$ cat src/rtl/io_port_pkg.sv
// Shared address map, CTRL bit positions and bus request/strobe types for io_port_gen.
package io_port_pkg;

  localparam int IO_ADDR_W = 8;
  localparam int IO_DATA_W = 32;

  localparam logic [IO_ADDR_W-1:0] IO_OUT_BASE    = 8'h00;
  localparam logic [IO_ADDR_W-1:0] IO_IN_BASE     = 8'h20;
  localparam logic [IO_ADDR_W-1:0] IO_DIR_BASE    = 8'h40;
  localparam logic [IO_ADDR_W-1:0] IO_MTIME_LO    = 8'h60;
  localparam logic [IO_ADDR_W-1:0] IO_MTIME_HI    = 8'h64;
  localparam logic [IO_ADDR_W-1:0] IO_MTIMECMP_LO = 8'h68;
  localparam logic [IO_ADDR_W-1:0] IO_MTIMECMP_HI = 8'h6C;
  localparam logic [IO_ADDR_W-1:0] IO_CTRL        = 8'h70;

  localparam int CTRL_TEN = 0;
  localparam int CTRL_IEN = 1;

  typedef struct packed {
    logic                 en;
    logic                 we;
    logic [IO_ADDR_W-1:0] addr;
    logic [IO_DATA_W-1:0] wdata;
  } io_req_t;

  // One write strobe per timer register.
  typedef struct packed {
    logic lo;
    logic hi;
    logic cmp_lo;
    logic cmp_hi;
    logic ctrl;
  } tmr_sel_t;

endpackage

$ cat src/rtl/io_mtimer.sv
// Machine timer: prescaler, mtime/mtimecmp, atomic-read hi shadow and registered compare interrupt.
module io_mtimer
  import io_port_pkg::*;
#(
  parameter int MTIME_W  = 64,
  parameter int PRESCALE = 1
) (
  input  logic        clk,
  input  logic        reset,
  input  tmr_sel_t    wr_sel,
  input  logic        rd_lo,
  input  logic [31:0] wdata,
  output logic [31:0] mtime_lo,
  output logic [31:0] hi_shadow_rd,
  output logic [31:0] cmp_lo_rd,
  output logic [31:0] cmp_hi_rd,
  output logic [31:0] ctrl_rd,
  output logic        irq
);

  localparam int HI_W = MTIME_W - 32;
  localparam int PS_W = (PRESCALE > 1) ? $clog2(PRESCALE) : 1;
  localparam logic [PS_W-1:0] PS_LAST = PS_W'(PRESCALE - 1);

  logic [MTIME_W-1:0] mtime, mtimecmp, mtime_inc;
  logic [HI_W-1:0]    hi_shadow;
  logic [1:0]         ctrl;
  logic [PS_W-1:0]    ps_cnt;
  logic               ten, ien, tick;

  assign ten       = ctrl[CTRL_TEN];
  assign ien       = ctrl[CTRL_IEN];
  assign tick      = ten && (ps_cnt == PS_LAST);
  assign mtime_inc = mtime + MTIME_W'(tick);

  always_ff @(posedge clk or posedge reset) begin
    if (reset)             ps_cnt <= '0;
    else if (!ten || tick) ps_cnt <= '0;
    else                   ps_cnt <= ps_cnt + 1'b1;
  end

  // A bus write owns its half; writing LO also blocks the carry into HI.
  always_ff @(posedge clk or posedge reset) begin
    if (reset) begin
      mtime <= '0;
    end else begin
      mtime[31:0] <= wr_sel.lo ? wdata : mtime_inc[31:0];
      if (wr_sel.hi)      mtime[MTIME_W-1:32] <= wdata[HI_W-1:0];
      else if (!wr_sel.lo) mtime[MTIME_W-1:32] <= mtime_inc[MTIME_W-1:32];
    end
  end

  always_ff @(posedge clk or posedge reset) begin
    if (reset) begin
      mtimecmp  <= '1;
      hi_shadow <= '0;
      ctrl      <= '0;
      irq       <= 1'b0;
    end else begin
      if (wr_sel.cmp_lo) mtimecmp[31:0]         <= wdata;
      if (wr_sel.cmp_hi) mtimecmp[MTIME_W-1:32] <= wdata[HI_W-1:0];
      if (wr_sel.ctrl)   ctrl                   <= wdata[1:0];
      if (rd_lo)         hi_shadow              <= mtime[MTIME_W-1:32];
      irq <= ien && (mtime >= mtimecmp);
    end
  end

  always_comb begin
    mtime_lo                = mtime[31:0];
    cmp_lo_rd               = mtimecmp[31:0];
    hi_shadow_rd            = '0;
    hi_shadow_rd[HI_W-1:0]  = hi_shadow;
    cmp_hi_rd               = '0;
    cmp_hi_rd[HI_W-1:0]     = mtimecmp[MTIME_W-1:32];
    ctrl_rd                 = '0;
    ctrl_rd[1:0]            = ctrl;
  end

endmodule

$ cat src/rtl/io_port_gen.sv
// Parametrised GPIO + machine-timer port on the core io bus: decode, GPIO registers,
// input synchroniser and registered read mux.
module io_port_gen
  import io_port_pkg::*;
#(
  parameter int N_GPIO   = 1,
  parameter int GPIO_W   = 8,
  parameter int MTIME_W  = 64,
  parameter int PRESCALE = 1
) (
  input  logic                     clk,
  input  logic                     reset,
  input  logic [IO_ADDR_W-1:0]     io_addr,
  input  logic                     io_en,
  input  logic                     io_we,
  input  logic [IO_DATA_W-1:0]     io_data_write,
  output logic [IO_DATA_W-1:0]     io_data_read,
  output logic                     irq_mtimecmp,
  input  logic [N_GPIO*GPIO_W-1:0] gpio_in,
  output logic [N_GPIO*GPIO_W-1:0] gpio_out,
  output logic [N_GPIO*GPIO_W-1:0] gpio_oe
);

  io_req_t  req;
  tmr_sel_t tmr_wr;
  logic     wr, rd, hit_out, hit_in, hit_dir, unused_addr_bits;
  logic [2:0] ch;
  logic [IO_DATA_W-1:0] rd_mux, t_lo, t_hi, t_cmp_lo, t_cmp_hi, t_ctrl;
  logic [N_GPIO-1:0][GPIO_W-1:0] out_q, dir_q, sync1, sync2;

  assign req = '{en: io_en, we: io_we, addr: {io_addr[7:2], 2'b00}, wdata: io_data_write};
  assign unused_addr_bits = ^io_addr[1:0];

  assign wr      = req.en && req.we;
  assign rd      = req.en && !req.we;
  assign ch      = req.addr[4:2];
  assign hit_out = (req.addr[7:5] == IO_OUT_BASE[7:5]);
  assign hit_in  = (req.addr[7:5] == IO_IN_BASE[7:5]);
  assign hit_dir = (req.addr[7:5] == IO_DIR_BASE[7:5]);

  assign tmr_wr = '{lo:     wr && (req.addr == IO_MTIME_LO),
                    hi:     wr && (req.addr == IO_MTIME_HI),
                    cmp_lo: wr && (req.addr == IO_MTIMECMP_LO),
                    cmp_hi: wr && (req.addr == IO_MTIMECMP_HI),
                    ctrl:   wr && (req.addr == IO_CTRL)};

  // Channels k >= N_GPIO have no flops, so writes there fall away naturally.
  for (genvar k = 0; k < N_GPIO; k++) begin : g_ch
    always_ff @(posedge clk or posedge reset) begin
      if (reset) begin
        out_q[k] <= '0;
        dir_q[k] <= '0;
      end else if (wr && ch == 3'(k)) begin
        if (hit_out) out_q[k] <= req.wdata[GPIO_W-1:0];
        if (hit_dir) dir_q[k] <= req.wdata[GPIO_W-1:0];
      end
    end
  end

  always_ff @(posedge clk or posedge reset) begin
    if (reset) begin
      sync1 <= '0;
      sync2 <= '0;
    end else begin
      sync1 <= gpio_in;
      sync2 <= sync1;
    end
  end

  assign gpio_out = out_q;
  assign gpio_oe  = dir_q;

  io_mtimer #(.MTIME_W(MTIME_W), .PRESCALE(PRESCALE)) u_mtimer (
    .clk          (clk),
    .reset        (reset),
    .wr_sel       (tmr_wr),
    .rd_lo        (rd && (req.addr == IO_MTIME_LO)),
    .wdata        (req.wdata),
    .mtime_lo     (t_lo),
    .hi_shadow_rd (t_hi),
    .cmp_lo_rd    (t_cmp_lo),
    .cmp_hi_rd    (t_cmp_hi),
    .ctrl_rd      (t_ctrl),
    .irq          (irq_mtimecmp)
  );

  always_comb begin
    rd_mux = '0;
    for (int k = 0; k < N_GPIO; k++) begin
      if (ch == 3'(k)) begin
        if (hit_out) rd_mux[GPIO_W-1:0] = out_q[k];
        if (hit_in)  rd_mux[GPIO_W-1:0] = sync2[k];
        if (hit_dir) rd_mux[GPIO_W-1:0] = dir_q[k];
      end
    end
    case (req.addr)
      IO_MTIME_LO:    rd_mux = t_lo;
      IO_MTIME_HI:    rd_mux = t_hi;
      IO_MTIMECMP_LO: rd_mux = t_cmp_lo;
      IO_MTIMECMP_HI: rd_mux = t_cmp_hi;
      IO_CTRL:        rd_mux = t_ctrl;
      default: ;
    endcase
  end

  always_ff @(posedge clk or posedge reset) begin
    if (reset)   io_data_read <= '0;
    else if (rd) io_data_read <= rd_mux;
  end

endmodule
$ cat config.mk
export PLATFORM = sky130hd
export DESIGN_NAME = io_port_gen
export DESIGN_NICKNAME = d
export VERILOG_FILES = /design/src/rtl/io_port_pkg.sv /design/src/rtl/io_mtimer.sv /design/src/rtl/io_port_gen.sv
export SDC_FILE = /design/constraint.sdc
export NUM_CORES = 1
export LEC_CHECK = 0
export ABC_AREA = 1
export CORE_UTILIZATION = 54
export CTS_CLUSTER_SIZE = 30
export DETAILED_ROUTE_END_ITERATION = 10
export MAX_ROUTING_LAYER = met4
export PLACE_DENSITY = 0.81
export SYNTH_ARGS = -nofsm -noshare
export SYNTH_HDL_FRONTEND = slang
export SYNTH_SLANG_ARGS = --single-unit
$ cat constraint.sdc
create_clock -name clk -period 8.55 [get_ports clk]
set_input_delay 2.1375 -clock clk [delete_from_list [all_inputs] [get_ports clk]]
set_output_delay 2.1375 -clock clk [all_outputs]
set_load 0.02 [all_outputs]
-- Yosys cells after proc, flatten, opt, wreduce, memory -nomap -nowiden
Index checks and enable logic that the tools add are counted.
Widths: inputs -> output; s select.
- $add $sub $neg: 2
- $lt $le $gt $ge: 1
- eq/ne operators: 8
- muxes and demuxes: 9
- bitwise logic cells: 1
- reduce and logical (&&, ||, !) cells: 18
- operators with widths (cell ; count):
    $pmux 32 s5 ; 1
    $mux 32 ; 3
    $add 64x1->64 ; 1
    $ge 64x64->1 ; 1
    $mux 8 ; 4
    $eq 6x5->1 const B ; 5
    $logic_and 1x1->1 ; 11
    $logic_not 3->1 ; 2
    $reduce_and 2->1 ; 2
    $eq 3x1->1 const B ; 1
    $eq 3x2->1 const B ; 1
    $logic_not 1->1 ; 2
    $ne 2x2->1 const B ; 1
    $add 1x1->1 const B ; 1
    $logic_or 1x1->1 ; 1
    $mux 1 ; 1
    $not 1->1 ; 1
- register bits: 228
- input port bits: 52
- output and inout bits: 49
- logic and storage cells: 52

-- Logic depth before layout (Yosys ltp)
- word-level depth: 6
- mapped depth: 15
- gate-level depth less buffers: 15

-- Hierarchy
Synthesis repeated with hierarchy kept, for this count alone.
- cell total of the unflattened synthesis: 1971
- area total of the unflattened synthesis: 14350.0 um^2
- by module, submodules not included (module ; times used ; cells each ; area an instance (um^2) ; seq. area each (um^2)):
    io_mtimer ; 1 ; 1405 ; 10415.0 ; 4184.0
    io_port_gen ; 1 ; 566 ; 3935.0 ; 1601.5

-- Worst setup path before layout
Ideal clock, no wire load.
- path type: input-to-reg
- from: input port io_addr[7]
- to: register u_mtimer.mtime[33]
- library setup time: 117 ps
- arrival time: 3236 ps
- data required time: 8433 ps
- path slack: 5197 ps
- stages: 9
- path buffers: 1
- path through: inv_2 nand2_1 nor2_2 nand3_1 nor2_2 buf_1 a21oi_1 nand2_1 nand2_1
- word-level cells in the longest chain between the ends: 3
- elaborated cells between the ends (all ways): 6
- classes of those cells: 3 x eq/ne; 1 x mux; 2 x reduce/logical
- ends and longest elaborated chain (what ; line ; text):
    from (decl) ; io_port_gen.sv:13 ; input logic [IO_ADDR_W-1:0] io_addr,
    $eq 6x5->1 (on tied branches) ; io_port_gen.sv:42, io_port_gen.sv:41 ;
    $logic_and 1x1->1 (on tied branches) ; io_port_gen.sv:42, io_port_gen.sv:41 ;
    $ne 2x2->1 (no source line) or $mux 32 (tied branches) ; n/a ;
    to (signal, indexed assignment) ; io_mtimer.sv:48 ; if (wr_sel.hi) mtime[MTIME_W-1:32] <= wdata[HI_W-1:0];
    to (signal, indexed assignment) ; io_mtimer.sv:49 ; else if (!wr_sel.lo) mtime[MTIME_W-1:32] <= mtime_inc[MTIME_W-1:32];
    to (decl) ; io_mtimer.sv:25 ; logic [MTIME_W-1:0] mtime, mtimecmp, mtime_inc;
Parallel ways exist; a longest one is shown, timed or not.
A chain may end at the register's enable or synchronous reset.

-- Final worst setup path
- from: input port io_addr[6]
- to: register u_mtimer.mtime[46]
Same word-level chain as after synthesis.

==> metrics.cfg <==
[critical_path]
cp-end-kind=flop
critPathMaxFanout=72
path_class=in2reg
rr_startpoint=u_mtimer.ctrl[0]
rrSetupSlack_ns=5.51
crit_path_top_delay_cell=buf_4
r2r_end=u_mtimer.mtime[42]
reg2reg_depth=15
crit_end=u_mtimer.mtime[46]
cp.arrival_ns=5.23
start_kind=input pin
crit_chain=clkdlybuf4s50_1, inv_2, nor2_2, nand2_1, nor2_2, buf_4, inv_2, nor2_8, buf_4, a21oi_1, nand2_1, o21ai_0
crit_path_max_incr_delay_ns=0.63
cp.required_ns=8.91
crit_start=io_addr[6]

[timing]
finClkSkew_ns=0.0302
timing.final.crit_share_pct=56.9
slew_headroom_pct=18.6
setup_violations=0
hold_viol_final=0
tns_ns=0
worst_slew_pin_slew_ns=1.22
slew_viol_final=0
period_needed_ns=4.87
fmax_ghz=0.206
rsz0062_at_grt=no

[drt]
dr.pass1.iters=6
drt_iter0_drc=1146
drc=0
totalWireLength_mm=42.2
vias=12700
via_per_inst=5.74
avgRoutedWirePerCell_um=19.1
drtAntennaViolNets=0

[cells_and_area]
stdcell_area_sq_um=15300
drive_gt1_share_pct=7.77
multi_input_area_sq_um=6400
fin_nets=1989
area.growth.synth_to_final_pct=15.4
finalNonFillerCells=2211
register_area_sq_um=5790
fillers=2080

[floorplan]
die_h_um=159
coreArea_sq_um=23800
start_util_pct=55.7
io_pins=101
dieArea_sq_um=25100
fp-row-count=56
die_w_um=159

[synthesis]
postSynthCellCount=1793
synthesis.area_sq_um=13200
synth_cell_types=42
synthTopCellsByCount=nand2_1 (538), inv_1 (205), o21ai_0 (204)
synthFlopType=dfrtp_1
ys_ff_latch=228
yosysTopAreaCellShare_pct=31.0
synthMuxAreaShare_pct=0
synth-async-reset-ratio_pct=100
synthesis.nets=1911
avgSynthCellArea_sq_um=7.38
yosysSeqAreaShare_pct=43.7
synthAdderAreaFrac_pct=6.24
yosys-top-cells-area=dfrtp_1 (31%), nand2_1 (15%), dfstp_2 (13%), o21ai_0 (7.7%), ha_1 (6.2%)
synth_compound_area_share_pct=13.3
yosysMostFrequentCell=nand2_1
yosys.area_share.xor_xnor_pct=1.46
synth_top_family_by_area=simple AND/OR/NAND/NOR gates
yosysWarnings=0
synthSimpleGateAreaFrac_pct=27.3
synth-edff-count=0
yosysTopAreaCell=dfrtp_1

[grt]
grt_max_degree=103
grt_pass1_wl_mm=65.4
grt-ovfl-total=0
grt_pass1_vias=12100
gr-usage-all-layers_pct=35.5
antenna_found_initial=0

[clocking]
insertion_delay_ns=0.56
holdBufCountCts=0
numCtsBuffers=26
cts_tree=built
cts_resized=0
root_buffer=clkbuf_16
clock_sinks=228
clkTransAtPathRegs_ns=0.06
post_cts.repair.setup_buffers=0
cts.path.max_buffers=3
htree_levels=1

[power]
clockPowerShare_pct=36.8
switching_share_pct=31.6
p_int_w=0.00200
leakage_nw=6.83
p_comb_share_pct=18.5
peakVddDrop_mv=0.175
power.density_nw_per_um2=191
power.total_w=0.00292
p_sw_w=0.000923
power.share.sequential_pct=44.7

[placed_design]
dpl_cell_area_sq_um=14500
gp_congestion=0.990
place_inst=2162
io_buffers=98
dp_hpwl_mm=30.3

[run_status]
status=finished, final reports clean

[min_path]
hp-class=reg2reg

[run]
maxCapViolCount=0

-- state kept, by name (all words and copies together), names as in the netlist, 2 cells and up --
register and count:
u_mtimer.mtime 64, sync2 8, sync1 8, io_data_read 32, u_mtimer.hi_shadow_rd 32, gpio_oe 8, gpio_out 8, u_mtimer.ctrl 2
u_mtimer.mtimecmp 64
-- logic make-up after synthesis --
group | after synthesis
and+or+nand+nor | 869
AOI/OAI and AO/OA | 335
buffers and inverters | 272
adders and majority gates | 66
DFF | 228
xor gates and xnor gates | 22
other | 1
-- layout by cell type (no fill, tap or decap), drive strengths merged, types with 3 or more instances in the layout --
cell / synthesis / layout
nand3: 107 / 107
clkinvlp: 0 / 4
nor3: 35 / 35
a31oi: 3 / 3
dfstp: 64 / 64
inv: 212 / 213
o21a: 4 / 4
o22ai: 4 / 4
clkbuf: 34 / 30
nor2: 147 / 147
a211oi: 14 / 14
buf: 25 / 11
dfrtp: 164 / 164
and2: 3 / 3
ha: 66 / 66
nand2: 541 / 541
o21ai: 224 / 224
clkinv: 1 / 13
o2111ai: 4 / 4
a21oi: 77 / 77
nand4: 31 / 31
xor2: 11 / 11
xnor2: 11 / 11
clkdlybuf4s50: 0 / 98
-- metal layers --
layer	up-vias	share of wire, %	track usage, %
met5	-	0	-
met4	0	3.6	13.0
met3	109	7.3	5.61
met2	548	46	55.8
met1	6046	43	46.5
li1	5989	-	-
-- how the worst min path moves through the flow --
| stage | cells past startpoint | slack (ns) | endpoint | start |
|---|---|---|---|---|
| finish | 0 | 0.35 | sync2[4] | sync1[4] |
| global route | 0 | 0.36 | sync2[3] | sync1[3] |
| CTS | 0 | 0.35 | sync2[4] | sync1[4] |
| detailed placement | 0 | 0.34 | sync2[4] | sync1[4] |
| global placement | 0 | 0.33 | sync2[4] | sync1[4] |
| floorplan | 0 | 0.33 | sync2[0] | sync1[0] |
-- per-stage QoR --
stage	hold slack (ns)	setup WS, ns	utilization, %
floorplan	0.331	0.271	-
global placement	0.332	3.39	60.9
detailed placement	0.336	3.28	60.9
CTS	0.352	3.80	64.3
global route	0.359	3.47	64.3
finish	0.349	3.68	64.3
-- worst max-delay path: cells and delay by family --
kind	cells	cell delay, ns
compound gates	2	0.17
simple gates	5	0.88
buf+inv	5	1.96
-- power groups by stage --
stage	combinational, W	clock, W	sequential (W)
3_3_place_gp	0.000508	0	0.00131
5_1_grt	0.000615	0.00113	0.00132
4_1_cts	0.000536	0.00109	0.00130
2_1_floorplan	0.000351	0	0.00130
6_report	0.000541	0.00108	0.00131
3_5_place_dp	0.000530	0	0.00132
-- cell type report --
| class | count | share of cell area [%] |
|---|---|---|
| Timing Repair Buffer | 109 | 6.96 |
| Multi-Input combinational cell | 1293 | 41.9 |
| Clock inverter | 18 | 0.958 |
| Antenna cell | 1 | 0.0164 |
| Sequential cell | 228 | 37.9 |
| Tap cell | 319 | 2.61 |
| Clock buffer | 30 | 4.42 |
| Inverter | 213 | 5.28 |
No activity file was read; power rests on OpenSTA's default activity.
